[src/rtl/fmac_seq.sv]
// ---------------------------------------------------------------------------
// fmac_seq -- sequencer for one fmac dot-product datapath.
//
// Purpose:
//   The block pops matched activation/weight blocks from two valid/ready
//   streams. Each block has a shared exponent and N_LANE mantissas. The
//   block issues them to fmac one at a time. Each fmac result is chained
//   back as the next block's prev_result, so that one accumulated dot
//   product comes out per job. The final result is presented on a
//   valid/ready port.
//
// Ports:
//   i_clk, i_reset_n             clock, async active-low reset
//   i_start, i_len               job start pulse and block count (IDLE only)
//   i_abort                      synchronous abort, highest priority
//   o_busy                       high whenever not IDLE
//   i_act_*/o_act_ready          activation stream (E + packed mantissas)
//   i_wgt_*/o_wgt_ready          weight stream (E + packed mantissas)
//   o_fmac_valid, o_fmac_*       issue strobe and registered operands to fmac
//   o_fmac_prev_E/M              running accumulator fed back to fmac
//   i_fmac_result_E/M            fmac result, valid FMAC_LAT cycles after issue
//   o_res_valid/i_res_ready      final result handshake
//   o_res_E/M                    final accumulated exponent / mantissa
// ---------------------------------------------------------------------------
module fmac_seq #(
  parameter int N_LANE   = 16,
  parameter int M_W      = 4,
  parameter int E_W      = 8,
  parameter int ACC_M_W  = 24,
  parameter int FMAC_LAT = 2,
  parameter int LEN_W    = 8
) (
  input  logic                    i_clk,
  input  logic                    i_reset_n,
  input  logic                    i_start,
  input  logic [LEN_W-1:0]        i_len,
  input  logic                    i_abort,
  output logic                    o_busy,
  input  logic                    i_act_valid,
  output logic                    o_act_ready,
  input  logic [E_W-1:0]          i_act_E,
  input  logic [N_LANE*M_W-1:0]   i_act_M,
  input  logic                    i_wgt_valid,
  output logic                    o_wgt_ready,
  input  logic [E_W-1:0]          i_wgt_E,
  input  logic [N_LANE*M_W-1:0]   i_wgt_M,
  output logic                    o_fmac_valid,
  output logic [E_W-1:0]          o_fmac_Act_E,
  output logic [E_W-1:0]          o_fmac_Weight_E,
  output logic [N_LANE*M_W-1:0]   o_fmac_Act_M,
  output logic [N_LANE*M_W-1:0]   o_fmac_Weight_M,
  output logic [E_W-1:0]          o_fmac_prev_E,
  output logic [ACC_M_W-1:0]      o_fmac_prev_M,
  input  logic [E_W-1:0]          i_fmac_result_E,
  input  logic [ACC_M_W-1:0]      i_fmac_result_M,
  output logic                    o_res_valid,
  input  logic                    i_res_ready,
  output logic [E_W-1:0]          o_res_E,
  output logic [ACC_M_W-1:0]      o_res_M
);

  typedef enum logic [2:0] {
    S_IDLE  = 3'd0,
    S_FETCH = 3'd1,
    S_ISSUE = 3'd2,
    S_WAIT  = 3'd3,
    S_OUT   = 3'd4
  } state_t;

  // The wait counter must hold FMAC_LAT-1. It is kept at least 1 bit wide
  // so that FMAC_LAT=1 still elaborates.
  localparam int              CNT_W    = (FMAC_LAT > 1) ? $clog2(FMAC_LAT) : 1;
  localparam logic [CNT_W-1:0] LAT_LOAD = CNT_W'(FMAC_LAT - 1);

  state_t                  r_state;
  state_t                  w_next;
  logic                    w_pop;
  logic [LEN_W-1:0]        r_remaining;
  logic [CNT_W-1:0]        r_wait_cnt;
  logic [E_W-1:0]          r_acc_E;
  logic [ACC_M_W-1:0]      r_acc_M;
  logic [E_W-1:0]          r_act_E;
  logic [E_W-1:0]          r_wgt_E;
  logic [N_LANE*M_W-1:0]   r_act_M;
  logic [N_LANE*M_W-1:0]   r_wgt_M;

  // NOTE: every signal written here gets a default value first, so no
  // path through the case leaves it unassigned and no latch is inferred.
  always_comb begin
    w_next = r_state;
    w_pop  = 1'b0;
    case (r_state)
      S_IDLE: begin
        if (i_start) w_next = (i_len == '0) ? S_OUT : S_FETCH;
      end
      S_FETCH: begin
        // Both streams pop together or not at all. A lone valid waits.
        if (i_act_valid && i_wgt_valid) begin
          w_pop  = 1'b1;
          w_next = S_ISSUE;
        end
      end
      S_ISSUE: w_next = S_WAIT;
      S_WAIT: begin
        if (r_wait_cnt == '0) w_next = (r_remaining != '0) ? S_FETCH : S_OUT;
      end
      S_OUT: begin
        if (i_res_ready) w_next = S_IDLE;
      end
      default: w_next = S_IDLE;
    endcase
    // Abort overrides every transition and suppresses the pop.
    if (i_abort) begin
      w_next = S_IDLE;
      w_pop  = 1'b0;
    end
  end

  // NOTE: sequential state uses non-blocking assignments only. Then every
  // register samples the values from before the edge, whatever the order
  // of the statements.
  always_ff @(posedge i_clk or negedge i_reset_n) begin
    if (!i_reset_n) r_state <= S_IDLE;
    else            r_state <= w_next;
  end

  // Datapath registers. The operand and accumulator registers drive
  // outputs directly, so they are reset to give all-zero outputs out of
  // reset.
  always_ff @(posedge i_clk or negedge i_reset_n) begin
    if (!i_reset_n) begin
      r_remaining <= '0;
      r_wait_cnt  <= '0;
      r_acc_E     <= '0;
      r_acc_M     <= '0;
      r_act_E     <= '0;
      r_wgt_E     <= '0;
      r_act_M     <= '0;
      r_wgt_M     <= '0;
    end else if (!i_abort) begin
      case (r_state)
        S_IDLE: begin
          if (i_start) begin
            r_remaining <= i_len;
            r_acc_E     <= '0;
            r_acc_M     <= '0;
          end
        end
        S_FETCH: begin
          if (w_pop) begin
            r_act_E     <= i_act_E;
            r_act_M     <= i_act_M;
            r_wgt_E     <= i_wgt_E;
            r_wgt_M     <= i_wgt_M;
            r_remaining <= r_remaining - LEN_W'(1);
          end
        end
        S_ISSUE: r_wait_cnt <= LAT_LOAD;
        S_WAIT: begin
          // Count 0 is the cycle FMAC_LAT after issue. The result is
          // valid now and becomes the next block's prev_result.
          if (r_wait_cnt == '0) begin
            r_acc_E <= i_fmac_result_E;
            r_acc_M <= i_fmac_result_M;
          end else begin
            r_wait_cnt <= r_wait_cnt - CNT_W'(1);
          end
        end
        default: ;
      endcase
    end
  end

  assign o_act_ready     = w_pop;
  assign o_wgt_ready     = w_pop;
  assign o_busy          = (r_state != S_IDLE);
  assign o_fmac_valid    = (r_state == S_ISSUE) && !i_abort;
  assign o_fmac_Act_E    = r_act_E;
  assign o_fmac_Act_M    = r_act_M;
  assign o_fmac_Weight_E = r_wgt_E;
  assign o_fmac_Weight_M = r_wgt_M;
  assign o_fmac_prev_E   = r_acc_E;
  assign o_fmac_prev_M   = r_acc_M;
  assign o_res_valid     = (r_state == S_OUT);
  assign o_res_E         = r_acc_E;
  assign o_res_M         = r_acc_M;

endmodule

[config.mk]
export PLATFORM = sky130hd
export DESIGN_NAME = fmac_seq
export DESIGN_NICKNAME = d
export VERILOG_FILES = /design/src/rtl/fmac_seq.sv
export SDC_FILE = /design/constraint.sdc
export NUM_CORES = 1
export LEC_CHECK = 0
export BUFFER_PORTS_ARGS = -buffer_cell sky130_fd_sc_hd__buf_4
export CORE_MARGIN = 8
export CORE_UTILIZATION = 35
export DETAILED_ROUTE_END_ITERATION = 10
export GPL_TIMING_DRIVEN = 1
export PLACE_DENSITY = 0.65
export SLEW_MARGIN = 20
export SYNTH_ARGS = -nofsm -noshare
export SYNTH_HDL_FRONTEND = slang
export SYNTH_SLANG_ARGS = --single-unit
[constraint.sdc]
create_clock -name i_clk -period 2.2 [get_ports i_clk]
set_input_delay 0.44 -clock i_clk [delete_from_list [all_inputs] [get_ports i_clk]]
set_output_delay 0.44 -clock i_clk [all_outputs]
set_load 0.01 [all_outputs]
**Word-level counts from Yosys, hierarchy flattened**

Cells that the tools add are included.
W data, S select, Z words.

- Word-level logic and storage cells: 60
- Register bits after elaboration: 188
- Output and inout bits: 213

- Muxes and demuxes: 22
- Add/subtract/negate cells: 2
- Reduce and logical (&&, ||, !) cells: 15
- Equality and inequality tests: 11
- Bitwise logic cells: 1

Operators with widths:

| cell | number |
|---|---|
| $mux W24 | 2 |
| $pmux W24 S2 | 1 |
| $mux W8 | 4 |
| $pmux W8 S2 | 2 |
| $mux W3 | 7 |
| $pmux W3 S5 | 1 |
| $reduce_and A4 Y1 | 3 |
| $ne A3 B3 Y1 const B | 3 |
| $logic_not A8 Y1 | 1 |
| $reduce_bool A8 Y1 | 1 |
| $sub A8 B1 Y8 const B | 1 |
| $eq A3 B2 Y1 const B | 2 |
| $ne A2 B2 Y1 const B | 3 |
| $reduce_bool A2 Y1 | 3 |
| $mux W1 | 4 |
| $eq A3 B1 Y1 const B | 1 |
| $eq A3 B3 Y1 const B | 1 |
| $logic_not A3 Y1 | 1 |
| $ne A3 B2 Y1 const B | 1 |
| $reduce_and A3 Y1 | 1 |
| $reduce_bool A3 Y1 | 1 |
| $logic_and A1 B1 Y1 | 2 |
| $pmux W1 S2 | 1 |
| $reduce_and A2 Y1 | 1 |
| other kinds (3) | 3 |

**Longest topological paths before layout**

Gate-level depths: netlist of the first run.

- Depth in word-level cells: 6
- Depth in mapped cells: 6
- Mapped depth without buffers: 6

**Worst setup path before layout of the first run**

No wires, ideal clock.

- Kind: register to output
- From: reg r_state[1]
- To: out o_wgt_ready
- Data arrival time: 1.633 ns
- Required time: 1.760 ns
- Stages on the path, launching flop included: 7
- Slack: 0.127 ns
- Cells stage by stage: dfrtp_1 or3b_2 clkbuf_1 nor2_4 buf_6 buf_6 buf_4

- Longest elaborated chain between the ends: 3

Ends and longest elaborated chain:

| element | RTL line | RTL |
|---|---|---|
| start, declared | 75 | `state_t r_state;` |
| start signal, assigned | 124 | `else r_state <= w_next;` |
| $eq A3 B1 Y1 | 92 | `case (r_state)` |
| $mux W1 | 92 |  |
| $mux W1 | 113 | `if (i_abort) begin` |
| end, declared | 44 | `output logic o_wgt_ready,` |

No other way between the ends.

**Final worst setup path of the first run**

- From: reg r_state[0]
- To: out o_act_ready

- Longest elaborated chain between the ends: 3

Ends and longest elaborated chain:

| element | RTL line | RTL |
|---|---|---|
| $eq A3 B1 Y1 | 92 |  |
| $mux W1 | 92 |  |
| $mux W1 | 113 |  |
| end, declared | 40 | `output logic o_act_ready,` |

No other way between the ends.

==> flow_summary.toml, run 1 <==
[route]
drt_iter0_markers = 326
ant_nets = 0
vias_per_cell = 4.73
vias = 5672
drt_pass1_iterations = 4
drcViolationCount = 0
routed_wirelength_um = 24000
wl_per_cell_um = 20.0

[timing]
fin_skew_ns = 0.0154
hold_viol = 0
setup_viol = 2
slew_viol_final = 0
max_slew_margin_pct = 63.1
fin_ws_ns = -0.0865
rsz0062_at_grt = "true"
max_slew.worst_pin.slew_ns = 0.549
fmax_mhz = 437
setup-tns-final_ns = -0.172
fin_crit_ns = 2.29
min_period_over_period_pct = 104

[global_routing]
antenna_found_initial = 0
grt_overflow = 0
grt_pass1_vias = 6097
grt_usage_pct = 17.6
grt_pass1_wl_um = 36500
grt_max_degree = 68

[finish]
n_antenna_cell = 0
num-nets-final = 1103
drive_gt1_share_pct = 61.8
layout.cells.non_filler = 1199
fillers = 1780
multi_input_area_mm2 = 0.00243
final_area_mm2 = 0.0115
syn_to_final_growth_pct = 53.1
seq_area_mm2 = 0.00470

[floorplan]
io_pins = 404
die_h_um = 163
core.rowCount = 53
core_mm2 = 0.0211
die_w_um = 163
die_area_mm2 = 0.0265
start_util_pct = 35.8

[worst_hold_path]
hold_path_class = "primary input to flop"
hp-start = "i_fmac_result_M[12]"
hold_depth = 2
holdPathEnd = "o_fmac_prev_M[12]"

[worst_setup_path]
r2r_end = "o_fmac_Act_M[10]"
path_max_fanout = 4
cp_cell_sequence = "nand3_2 -> a2111o_1 -> nor2_4 -> buf_12 -> buf_6"
critPathArrivalTime_ns = 1.85
r2r_start = "r_state[0]"
slowest_delay_ns = 0.48
endpoint_kind = "output port"
start_kind = "flop"
worst-path-buf-inv = 2
crit_slowest_cell = "a2111o_1"
cp.depth = 5
worst_r2r_path_depth = 7
critPathKind = "flop to output port"
required_ns = 1.76
crit_family = "compound AO/OA/AOI/OAI gates"
r2r_slack_ns = 0.02

[power]
combPwrFrac_pct = 38.1
p_leak_nw = 5.73
pwr-share-clk_pct = 22.0
peakVddDrop_mv = 0.626
power_mw = 14.2
p_sw_share_pct = 32.0
power_switching_mw = 4.55
p_seq_share_pct = 39.9
powerDensity_mw_per_mm2 = 1230
internal-power_mw = 9.69

[clock_tree]
cts_tree = "built"
cts_buffers = 17
h-tree-depth = 4
clock-sinks = 188
clkLatencyLatePin_ns = 0.43
clk_path_buf_depth = 2
cts_root_buf = "clkbuf_16"
clk_pin_slew_worst_paths_ns = 0.08

[logic_synthesis]
ys.flop_type = "dfrtp_1"
synth_edf_count = 0
netlist_instances = 515
synth.avg_cell_area_um2 = 14.6
ys_types = 37
ys_top_cells_by_area = "dfrtp_1, mux2_2, mux2_1"
ys_ff_latch = 188
async_flop_share_pct = 100
synth.largest_area_cell = "dfrtp_1"
yosysTopAreaCellShare_pct = 62.4
synth-seq-area-share_pct = 62.4
syn_nets = 707
yosys_warnings = 0
syn-cell-area_mm2 = 0.00754

[status]
violations = "setup timing"
status = "finished, violations left"

[placed_design]
port_buffers = 403
placed_cells = 1160
place_area_mm2 = 0.0108
dp_hpwl_um = 18600
routabilityCongestion = 0.823

[job]
timing.max_cap.violations = 0
==> synthesized netlist by cell type (4+ instances only) <==
| cell | count |
|---|---|
| a22o_1 | 32 |
| inv_1 | 4 |
| buf_4 | 33 |
| clkbuf_1 | 12 |
| buf_6 | 6 |
| nand2_1 | 6 |
| buf_2 | 11 |
| nor4_1 | 6 |
| nor2_1 | 15 |
| mux2_1 | 49 |
| a21oi_1 | 11 |
| mux2_2 | 95 |
| o2bb2ai_1 | 4 |
| o21ai_0 | 13 |
| dfrtp_1 | 188 |
==> layout make-up <==
type	count	area share [%]
tap	275	2.98
clock buffer	19	3.92
sequential	188	40.7
inverter	4	0.130
timing repair buffer	439	29.9
clock inverter	13	1.34
multi-input combinational	261	21.0
==> how the worst max path moves through the flow <==
stage	start	endpoint
2_1_floorplan	r_state[1]	o_wgt_ready
3_3_place_gp	i_act_valid	o_fmac_Weight_M[2]
3_5_place_dp	i_act_valid	o_fmac_Weight_M[49]
4_1_cts	r_state[0]	o_act_ready
5_1_grt	r_state[0]	o_wgt_ready
6_report	r_state[0]	o_act_ready
==> sequential cells by signal, indices dropped and copies added (netlist names) <==
register         cells
o_fmac_Act_E         8
o_fmac_Act_M        64
o_fmac_Weight_E      8
o_fmac_Weight_M     64
o_fmac_prev_E        8
o_fmac_prev_M       24
r_remaining          8
r_state              3
r_wait_cnt           1
==> kinds of logic after synthesis <==
logic type	synth area share [%]
DFF	62.4
muxes	21.6
AOI/OAI and AO/OA	6.65
buffers and inverters	5.71
and+or+nand+nor	3.45
adders and majority gates	0.166
==> cell usage in the layout, fill, tap and decap left out, types with 3 or more instances in the layout <==
cell / instances
dfrtp_1: 188
buf_4: 424
inv_1: 4
o2bb2ai_1: 4
nand2_1: 6
clkbuf_16: 17
clkinv_4: 6
mux2_2: 95
a22o_1: 32
a21oi_1: 11
buf_12: 9
nor4_1: 6
mux2_1: 49
clkbuf_8: 3
o21ai_0: 13
nor2_1: 15
buf_6: 3
==> power groups by stage <==
stage | clock network [mW] | registers [mW] | logic, mW
floorplan | 0 | 6.28 | 1.71
global placement | 0 | 5.71 | 5.40
detailed placement | 0 | 5.74 | 5.50
CTS | 3.24 | 5.69 | 5.55
global route | 3.36 | 5.89 | 5.84
finish | 3.13 | 5.68 | 5.43
==> per-stage QoR <==
| step | util, % | hold slack (ns) | setup slack (ns) |
|---|---|---|---|
| 3_3_place_gp | 51.4 | 0.395 | 0.0120 |
| 3_5_place_dp | 51.4 | 0.397 | -0.00538 |
| 5_1_grt | 54.8 | 0.202 | -0.147 |
| 6_report | 54.8 | 0.219 | -0.0865 |
| 4_1_cts | 54.7 | 0.197 | -0.172 |
| 2_1_floorplan | - | 0.144 | 0.127 |
==> routing by layer <==
layer  GRT usage, %  share of wire [%]  vias up
met5              0                  0        -
met4           5.84                1.8        0
met3           5.92                8.2       27
met2           30.0                 51      239
met1           20.6                 39     2792
li1               -                  -     2614
==> repair_timing <==
action | 4_1_cts | 5_1_grt
buffers inserted | 3 | 2
gates cloned | 1 | 0
hold buffers | 1 | 0
gates resized for setup | 4 | 2
endpoints found under the hold margin | 37 | 0
endpoints found under the setup margin | 2 | 130
pin swaps | 2 | 2
No activity file was read; power rests on OpenSTA's default activity.
==> run 2, diff against run 1 <==
==> constraint.sdc (replaced) <==
create_clock -name i_clk -period 2.2 [get_ports i_clk]
set_input_delay 0.11 -clock i_clk [delete_from_list [all_inputs] [get_ports i_clk]]
set_output_delay 0.11 -clock i_clk [all_outputs]
set_load 0.01 [all_outputs]
==> flow_summary.toml, run 2 (same netlist as run 1, synthesis figures left out) <==
[job]
timing.max_cap.violations = 0

[route]
drcViolationCount = 0
ant_nets = 0
wl_met3_um = 1840
vias_per_cell = 4.64
wl_per_cell_um = 19.1
drt-met1-wl_um = 10200
vias = 6412
drt_iter0_markers = 368
routed_wirelength_um = 26400
top_layer = "met4"
drt_pass1_iterations = 4
met2_length_um = 13700

[timing]
min_period_over_period_pct = 95.5
max_slew_margin_pct = 59.7
hold_viol = 0
fin_ws_ns = 0.0986
fin_skew_ns = 0.0115
fmax_mhz = 476
fin_crit_ns = 2.10
setup_viol = 0
max_slew.worst_pin.slew_ns = 0.590
slew_viol_final = 0
setup-tns-final_ns = 0

[worst_hold_path]
hold_path_class = "primary input to flop"

[finish]
n_antenna_cell = 0
num-nets-final = 1287
layout.cells.non_filler = 1383
syn_to_final_growth_pct = 76.9
layout.cells.most_common = "buf_4"
fillers = 1601
final_area_mm2 = 0.0133
drive_gt1_share_pct = 51.5
layout_common_cells = "buf_4, dfrtp_1, dlygate4sd3_1"

[global_routing]
antenna_found_initial = 0
grt_pass1_vias = 7071
grt_max_degree = 54
grt_overflow = 0
grt_usage_pct = 19.6
grt_pass1_wl_um = 40900

[floorplan]
core_mm2 = 0.0211
io_pins = 404
start_util_pct = 35.8
die_h_um = 163
die_area_mm2 = 0.0265
die_w_um = 163
core.rowCount = 53

[power]
internal-power_mw = 9.74
combPwrFrac_pct = 40.0
p_leak_nw = 6.49
peakVddDrop_mv = 0.582
power_switching_mw = 4.77
pwr-share-clk_pct = 20.7
powerDensity_mw_per_mm2 = 1090
p_sw_share_pct = 32.9
p_seq_share_pct = 39.3

[placed_design]
routabilityCongestion = 0.824
dp_hpwl_um = 18700
place_area_mm2 = 0.0108
port_buffers = 403
placed_cells = 1152
preCtsSetupSlack_ns = 0.158

[worst_setup_path]
required_ns = 2.50
critPathKind = "flop to flop"
endpoint_kind = "flop"
path_max_fanout = 38
critPathArrivalTime_ns = 2.41
start_kind = "flop"

[clock_tree]
clock-sinks = 188
cts_root_buf = "clkbuf_16"
h-tree-depth = 4
clkLatencyLatePin_ns = 0.43
cts_buffers = 17
clk_path_buf_depth = 2
clk_pin_slew_worst_paths_ns = 0.07
cts_tree = "built"

[status]
status = "completed"
run 2: cell types whose count changed in the layout (fill, tap and decap cells not counted), sizes merged:
| cell | before | now |
|---|---|---|
| buf | 437 | 438 |
| bufinv | 1 | 0 |
| clkbuf | 20 | 18 |
| clkinv | 8 | 7 |
| dlygate4sd3 | 1 | 184 |
| inv | 8 | 12 |
run 2: cell type report:
cell class	count	area, um2	share of cell area [%]
clock buffer	17	425	3.19
clock inverter	15	150	1.13
inverter	4	15.0	0.113
multi-input combinational	261	2420	18.2
sequential	188	4700	35.3
tap	275	344	2.58
timing repair buffer	623	5280	39.6
run 2: path summary, 6_finish.rpt:
check,endpoint,from,slack (ns),cells past startpoint
setup / recovery,o_fmac_Act_E[6],r_state[0],0.1,7
hold / removal,r_remaining[3],i_len[3],0.02,3
setup reg to reg,o_fmac_Act_E[6],r_state[0],0.1,7
hold reg to reg,o_fmac_Act_M[22],o_fmac_Act_M[22],0.49,1
max in group asynchronous,o_fmac_Weight_M[48],i_reset_n,1.29,3
min in group asynchronous,o_fmac_prev_M[4],i_reset_n,0.19,2
run 2: per-stage QoR:
step / hold slack (ns) / utilization [%] / power (mW)
4_1_cts: 0.0108 / 62.8 / 14.6
3_5_place_dp: 0.120 / 51.1 / 11.2
6_report: 0.0182 / 63.2 / 14.5
3_3_place_gp: 0.114 / 51.1 / 11.1
5_1_grt: 0.00322 / 63.2 / 15.4
2_1_floorplan: -0.186 / - / 7.99
run 2: power by group through the flow:
stage	Clock [mW]	Sequential (mW)	Combinational [mW]
after floorplan	0	6.28	1.71
after global placement	0	5.68	5.41
after detailed placement	0	5.73	5.49
after CTS	3.09	5.68	5.79
after global routing	3.24	5.93	6.21
final	3.00	5.71	5.80
run 2: routing by layer:
layer	track usage (%)	vias to the layer above
met5	0	-
met4	7.13	0
met3	5.84	37
met2	34.1	249
met1	22.5	3143
li1	-	2983
run 2: worst max-delay path, stage by stage (launching register included):
cell,delay [ns]
dfrtp_1,0.40
nand3_1,0.12
a2111o_1,0.48
nor2_4,0.12
buf_12,0.13
buf_12,0.13
buf_16,0.21
mux2_2,0.37
run 2: repair_timing:
| action | CTS | global route |
|---|---|---|
| hold buffers | 184 | 0 |
| pin swaps | 0 | 0 |
| setup endpoints to repair | 2 | 18 |
| buffers inserted | 4 | 11 |
| hold endpoints to repair | 232 | 0 |
| resized for setup | 0 | 2 |
| cloned | 0 | 0 |
